**src/rtl/vram_px_scanout_pkg.sv**
```systemverilog
// Shared constants and types for the framebuffer scan-out path:
// 640x480@60 VGA timing, the 320x240 framebuffer geometry and the
// R3G3B2 pixel layout.
package vram_px_scanout_pkg;

  // Default VGA 640x480@60 timing, in pixel clocks / lines.
  localparam int VGA_H_ACTIVE = 640;
  localparam int VGA_H_FP     = 16;
  localparam int VGA_H_SYNC   = 96;
  localparam int VGA_H_BP     = 48;
  localparam int VGA_V_ACTIVE = 480;
  localparam int VGA_V_FP     = 10;
  localparam int VGA_V_SYNC   = 2;
  localparam int VGA_V_BP     = 33;

  // Framebuffer geometry: each stored pixel covers a 2x2 block on screen.
  localparam int VGA_FB_WIDTH  = 320;
  localparam int VGA_FB_PIXELS = 76800;

  // Address and counter widths.
  localparam int ADDR_W = $clog2(VGA_FB_PIXELS);  // 17 bits
  localparam int CNT_W  = 10;                     // covers 0..799 and 0..524

  // R3G3B2 field positions inside a framebuffer byte.
  localparam int R_MSB = 7;
  localparam int R_LSB = 5;
  localparam int G_MSB = 4;
  localparam int G_LSB = 2;
  localparam int B_MSB = 1;
  localparam int B_LSB = 0;

  typedef struct packed {
    logic [2:0] r;
    logic [2:0] g;
    logic [1:0] b;
  } rgb332_t;

  // Timing flags computed from the counters. All are active-high so that
  // an all-zero word means "blank, no sync, not frame start".
  typedef struct packed {
    logic active;
    logic hsync;
    logic vsync;
    logic first;
  } fetch_flags_t;

  localparam fetch_flags_t FLAGS_IDLE = '{default: 1'b0};

  // Split a framebuffer byte into its colour fields.
  function automatic rgb332_t unpack_rgb(input logic [7:0] px);
    rgb332_t c;
    c.r = px[R_MSB:R_LSB];
    c.g = px[G_MSB:G_LSB];
    c.b = px[B_MSB:B_LSB];
    return c;
  endfunction

endpackage

```
**src/rtl/vram_px_delay_line.sv**
```systemverilog
// Parameterised shift register used to align the fetch-timing flags with
// the pixel data returning from the SRAM path. Every stage clears to
// RST_VAL so nothing spurious leaves the line right after reset.
module vram_px_delay_line #(
  parameter int                WIDTH   = 1,
  parameter int                DEPTH   = 1,
  parameter logic [WIDTH-1:0]  RST_VAL = '0
) (
  input  logic             clkPixel,
  input  logic             reset,
  input  logic [WIDTH-1:0] din,
  output logic [WIDTH-1:0] dout
);

  logic [WIDTH-1:0] stage [DEPTH];

  // Shift one stage per pixel clock; reset loads the idle value everywhere.
  always_ff @(posedge clkPixel) begin
    if (reset) begin
      for (int i = 0; i < DEPTH; i++) begin
        stage[i] <= RST_VAL;
      end
    end else begin
      stage[0] <= din;
      for (int i = 1; i < DEPTH; i++) begin
        stage[i] <= stage[i-1];
      end
    end
  end

  assign dout = stage[DEPTH-1];

endmodule

```
**src/rtl/vram_px_scanout.sv**
```systemverilog
// Pixel-clock-domain framebuffer reader. Runs the VGA raster counters,
// issues one framebuffer address per pixel clock (each stored pixel is
// shown twice horizontally and on two consecutive lines), and lines the
// returned pixel byte up with delayed sync/blank before driving the DAC.
//
// Timing: counter state in cycle t -> gpu_addr/fetch_* in cycle t+1 ->
// gpu_data sampled on the edge FETCH_LATENCY clocks after gpu_addr
// changed -> vga_* and frame_start in cycle t+FETCH_LATENCY+1.
module vram_px_scanout
  import vram_px_scanout_pkg::*;
#(
  parameter int FETCH_LATENCY = 2,
  parameter int H_ACTIVE      = VGA_H_ACTIVE,
  parameter int H_FP          = VGA_H_FP,
  parameter int H_SYNC        = VGA_H_SYNC,
  parameter int H_BP          = VGA_H_BP,
  parameter int V_ACTIVE      = VGA_V_ACTIVE,
  parameter int V_FP          = VGA_V_FP,
  parameter int V_SYNC        = VGA_V_SYNC,
  parameter int V_BP          = VGA_V_BP,
  parameter int FB_WIDTH      = VGA_FB_WIDTH
) (
  input  logic              clkPixel,
  input  logic              reset,
  output logic [ADDR_W-1:0] gpu_addr,
  input  logic [7:0]        gpu_data,
  output logic              fetch_blank,
  output logic              fetch_vsync,
  output logic [2:0]        vga_r,
  output logic [2:0]        vga_g,
  output logic [1:0]        vga_b,
  output logic              vga_hs,
  output logic              vga_vs,
  output logic              vga_blank,
  output logic              frame_start
);

  localparam int H_TOTAL = H_ACTIVE + H_FP + H_SYNC + H_BP;
  localparam int V_TOTAL = V_ACTIVE + V_FP + V_SYNC + V_BP;

  localparam logic [CNT_W-1:0] H_LAST     = CNT_W'(H_TOTAL - 1);
  localparam logic [CNT_W-1:0] V_LAST     = CNT_W'(V_TOTAL - 1);
  localparam logic [CNT_W-1:0] H_ACT_END  = CNT_W'(H_ACTIVE);
  localparam logic [CNT_W-1:0] V_ACT_END  = CNT_W'(V_ACTIVE);
  localparam logic [CNT_W-1:0] HS_START   = CNT_W'(H_ACTIVE + H_FP);
  localparam logic [CNT_W-1:0] HS_STOP    = CNT_W'(H_ACTIVE + H_FP + H_SYNC);
  localparam logic [CNT_W-1:0] VS_START   = CNT_W'(V_ACTIVE + V_FP);
  localparam logic [CNT_W-1:0] VS_STOP    = CNT_W'(V_ACTIVE + V_FP + V_SYNC);
  localparam logic [ADDR_W-1:0] FB_STEP   = ADDR_W'(FB_WIDTH);

  logic [CNT_W-1:0]  h_cnt;
  logic [CNT_W-1:0]  v_cnt;
  logic [ADDR_W-1:0] line_base;
  logic              h_wrap;
  logic              v_wrap;
  fetch_flags_t      flags_now;
  fetch_flags_t      flags_dly;
  logic [ADDR_W-1:0] addr_now;
  rgb332_t           px;

  // Decode raster position into timing flags and the framebuffer address.
  always_comb begin
    h_wrap          = (h_cnt == H_LAST);
    v_wrap          = (v_cnt == V_LAST);
    flags_now       = FLAGS_IDLE;
    flags_now.active = (h_cnt < H_ACT_END) && (v_cnt < V_ACT_END);
    flags_now.hsync  = (h_cnt >= HS_START) && (h_cnt < HS_STOP);
    flags_now.vsync  = (v_cnt >= VS_START) && (v_cnt < VS_STOP);
    flags_now.first  = (h_cnt == '0) && (v_cnt == '0);
    // h_cnt/2 selects the stored pixel; line_base already accounts for the
    // line pair, so no multiplier is needed.
    addr_now = '0;
    if (flags_now.active) begin
      addr_now = line_base + ADDR_W'(h_cnt[CNT_W-1:1]);
    end
  end

  // Raster counters plus the running start address of the current line pair.
  always_ff @(posedge clkPixel) begin
    if (reset) begin
      h_cnt     <= '0;
      v_cnt     <= '0;
      line_base <= '0;
    end else if (h_wrap) begin
      h_cnt <= '0;
      if (v_wrap) begin
        // Frame wrap wins: restart at the top with no line add.
        v_cnt     <= '0;
        line_base <= '0;
      end else begin
        v_cnt <= v_cnt + CNT_W'(1);
        // Advance to the next framebuffer line after the second (odd)
        // screen line of each pair.
        if (v_cnt[0] && (v_cnt < V_ACT_END)) begin
          line_base <= line_base + FB_STEP;
        end
      end
    end else begin
      h_cnt <= h_cnt + CNT_W'(1);
    end
  end

  // Fetch-side registers toward the arbiter (undelayed timing).
  always_ff @(posedge clkPixel) begin
    if (reset) begin
      gpu_addr    <= '0;
      fetch_blank <= 1'b1;
      fetch_vsync <= 1'b0;
    end else begin
      gpu_addr    <= addr_now;
      fetch_blank <= !flags_now.active;
      fetch_vsync <= flags_now.vsync;
    end
  end

  vram_px_delay_line #(
    .WIDTH   ($bits(fetch_flags_t)),
    .DEPTH   (FETCH_LATENCY),
    .RST_VAL (FLAGS_IDLE)
  ) u_align (
    .clkPixel (clkPixel),
    .reset    (reset),
    .din      (flags_now),
    .dout     (flags_dly)
  );

  assign px = unpack_rgb(gpu_data);

  // Output register: colour, syncs and frame_start all change on one edge.
  always_ff @(posedge clkPixel) begin
    if (reset) begin
      vga_r       <= '0;
      vga_g       <= '0;
      vga_b       <= '0;
      vga_hs      <= 1'b1;
      vga_vs      <= 1'b1;
      vga_blank   <= 1'b1;
      frame_start <= 1'b0;
    end else begin
      vga_hs      <= !flags_dly.hsync;
      vga_vs      <= !flags_dly.vsync;
      vga_blank   <= !flags_dly.active;
      frame_start <= flags_dly.first;
      // Data returned outside the visible window is never shown.
      if (flags_dly.active) begin
        vga_r <= px.r;
        vga_g <= px.g;
        vga_b <= px.b;
      end else begin
        vga_r <= '0;
        vga_g <= '0;
        vga_b <= '0;
      end
    end
  end

endmodule

```
**config.mk**
```make
export PLATFORM = sky130hd
export DESIGN_NAME = vram_px_scanout
export DESIGN_NICKNAME = d
export VERILOG_FILES = /design/src/rtl/vram_px_scanout_pkg.sv /design/src/rtl/vram_px_delay_line.sv /design/src/rtl/vram_px_scanout.sv
export SDC_FILE = /design/constraint.sdc
export NUM_CORES = 1
export LEC_CHECK = 0
export ABC_CLOCK_PERIOD_IN_PS = 5200
export BUFFER_PORTS_ARGS = -buffer_cell sky130_fd_sc_hd__buf_2
export CORE_UTILIZATION = 55
export CTS_CLUSTER_DIAMETER = 100
export DETAILED_ROUTE_END_ITERATION = 8
export PLACE_DENSITY = 0.77
export SYNTH_ARGS = -nofsm -noshare
export SYNTH_HDL_FRONTEND = slang
export SYNTH_SLANG_ARGS = --single-unit
```
**constraint.sdc**
```tcl
create_clock -name clkPixel -period 5.2 [get_ports clkPixel]
set_input_delay 0.26 -clock clkPixel [delete_from_list [all_inputs] [get_ports clkPixel]]
set_output_delay 0.26 -clock clkPixel [all_outputs]
set_load 0.005 [all_outputs]
```
==> flow_metrics.tcl <==
set metrics [dict create \
    status "completed" \
    muxShareOfSynthArea_pct 0 \
    path_cells "inv_1, ha_1, nor4b_1, nand3_1, a21oi_1, a211oi_1" \
    max_stage_delay_ns 0.75 \
    ys_seq_elements 69 \
    area_growth_pct 12.8 \
    drtIter0Drc 161 \
    tns_ns 0 \
    hold_viol 0 \
    firstDrtPassIters 4 \
    final_common_cell "dfxtp_1" \
    worstMarginPinSlew_ns 0.991 \
    post_cts_buffers 0 \
    fmax_mhz 397 \
    power_frac_seq_pct 53.7 \
    rsz0062_at_grt "no" \
    die_w_um 75.5 \
    pwr-share-comb_pct 4.0 \
    setup.worst_path.start_class "register" \
    drv_cap 0 \
    cp.arrival_ns 2.72 \
    numCtsBuffers 9 \
    synth_edf_count 0 \
    cpMaxStageDelayCell "nand3_1" \
    required_ns 5.40 \
    die_area_um2 5700 \
    worstPathMaxFanout 21 \
    relSlewSlack_pct 33.9 \
    slew_violations 0 \
    synth_cell_types 46 \
    synth_xor_area_share_pct 2.95 \
    grt-ovfl-total 0 \
    finalCritPeriodShare_pct 48.5 \
    switchingPower_w 0.000241 \
    cp_top_family "simple AND/OR/NAND/NOR gates" \
    final_cell_area_um2 3350 \
    fp.dieH_um 75.5 \
    vias 2493 \
    skew_ns 0.00618 \
    grt_max_degree 48 \
    portBuffers 40 \
    routed_wl_um 5990 \
    p_per_area_nw_per_um2 306 \
    placed_cell_area_um2 3150 \
    clkSlewWorstSetupHoldPaths_ns 0.08 \
    crit_type "reg2reg" \
    grt_pass1_vias 2134 \
    crit_buf_inv 1 \
    io_pins 41 \
    synth_top_family_by_area "simple AND/OR/NAND/NOR gates" \
    ant_nets 0 \
    async_flop_share_pct 0 \
    clkPwrFrac_pct 42.3 \
    min_path_type "in2reg" \
    layout-drive-gt1-share_pct 17.2 \
    vias_per_cell 5.78 \
    finalSetupViolCount 0 \
    grt.total_usage_pct 22.7 \
    clockBufferDepth 2 \
    rows 26 \
    cts_tree "done" \
    r2r_slack_ns 2.68 \
    cts-htree-levels 3 \
    pre_cts_ws_ns 2.75 \
    gp_congestion 0.897 \
    post-route-drc-count 0 \
    synth-main-ff-cell "dfxtp_1" \
    clk_latency_ns 0.35 \
    synth-compound-area-share_pct 15.1 \
    antenna_found_initial 0 \
    synth-simple-area-share_pct 26.3 \
    initial_core_util_pct 57.8 \
    final_cell_mix "dfxtp_1 (69), buf_2 (40), a21oi_1 (22), nor2_1 (20), nand3_1 (18)" \
    fin_ws_ns 2.68 \
    grt_pass1_wl_um 9590 \
    yosysSeqAreaShare_pct 46.5 \
    postCtsResizedCells 0 \
    cell_internal_pwr_w 0.000784 \
    layout.nets 375 \
    cts.hold.buffers_added 0 \
    hpwl_um 4010 \
    worst_ir_drop_vdd_mv 0.174 \
    cp-end-kind "register" \
    cts.sinks 69 \
    antennaDiodeCount 0 \
    leakagePower_nw 1.33 \
    netlist_area_um2 2970 \
    sw_frac_of_total_pct 23.5 \
    synthAdderAreaFrac_pct 3.79 \
    timing.final.crit_period_ns 2.52 \
    timing.hold.ws_ns 0.108 \
    clock-root-buffer "clkbuf_8" \
    avgRoutedWirePerCell_um 13.9 \
    ys_warn_count 0 \
    synth.avg_cell_area_um2 9.06 \
    fp.coreArea_um2 5140 \
    synth_nets 347 \
    syn_inst 328 \
]
==> per-stage QoR <==
step                      instances  power [W]  util, %
after floorplan                 328   0.000588        -
after global placement          415   0.000601     61.3
after detailed placement        415   0.000604     61.3
after CTS                       431    0.00103     65.2
after global routing            431    0.00107     65.2
final                           431    0.00103     65.2
==> cell families after synthesis <==
family          after synthesis
compound gates               66
simple gates                137
buf+inv                      37
flops                        69
fa+ha+maj                     9
xor+xnor                     10
==> per-layer routing <==
layer	up-vias	routed length [µm]	global-route usage (%)
li1	1233	-	-
met4	0	105	9.05
met2	75	2910	36.7
met5	-	0	0
met1	1175	2650	28.1
met3	10	327	7.67
==> cells in the mapped netlist (4+ instances only) <==
cell type	count	share of area (%)
a21o_1	4	1.0
a21oi_1	22	3.7
a31oi_1	5	1.1
and2_1	16	3.4
and3_1	4	0.84
clkbuf_1	17	2.1
dfxtp_1	69	47
ha_1	9	3.8
inv_1	14	1.8
nand2_1	14	1.8
nand2b_1	10	2.1
nand3_1	18	3.0
nand4_1	10	2.1
nor2_1	20	2.5
nor2b_1	6	1.3
nor3_1	9	1.5
nor4_1	5	1.1
o211ai_1	4	1.0
o21ai_0	6	1.0
o31ai_1	5	1.3
o32ai_1	5	1.5
or4_1	8	2.0
xnor2_1	6	1.8
xor2_1	4	1.2
==> power by group through the flow <==
stage	clock [W]	sequential, W	combinational (W)
global route	0.000468	0.000552	0.0000462
global placement	0	0.000562	0.0000395
CTS	0.000443	0.000550	0.0000413
finish	0.000434	0.000550	0.0000408
detailed placement	0	0.000562	0.0000412
floorplan	0	0.000561	0.0000262
==> layout make-up <==
class	count	area [µm²]
fillers	424	1790
multi-input cells	222	1430
flip-flops and latches	69	1380
repair buffers	40	200
clock buffers	9	124
well taps	70	87.6
clock inverters	7	75.1
inverters	14	52.6
==> flip-flops by register name, indices dropped and copies added, names as in the netlist, 2 cells and up <==
name	flops
gpu_addr	17
h_cnt	10
line_base	11
u_align.stage	8
v_cnt	10
vga_b	2
vga_g	3
vga_r	3
==> path summary, 6_finish.rpt <==
kind | start | endpoint | depth (start not counted)
max | v_cnt[0] | line_base[6] | 6
min | gpu_data[5] | vga_r[0] | 2
max reg2reg | v_cnt[0] | line_base[6] | 6
min reg2reg | u_align.stage[0][5] | vga_vs | 1
==> worst reg2reg max path: cells and delay by family (launching register included) <==
family          cells  cell delay, ns
simple gates        2            1.22
compound gates      2            0.53
flops               1            0.35
fa+ha+maj           1            0.15
buf+inv             1            0.12
(Power assumes the default switching activity.)
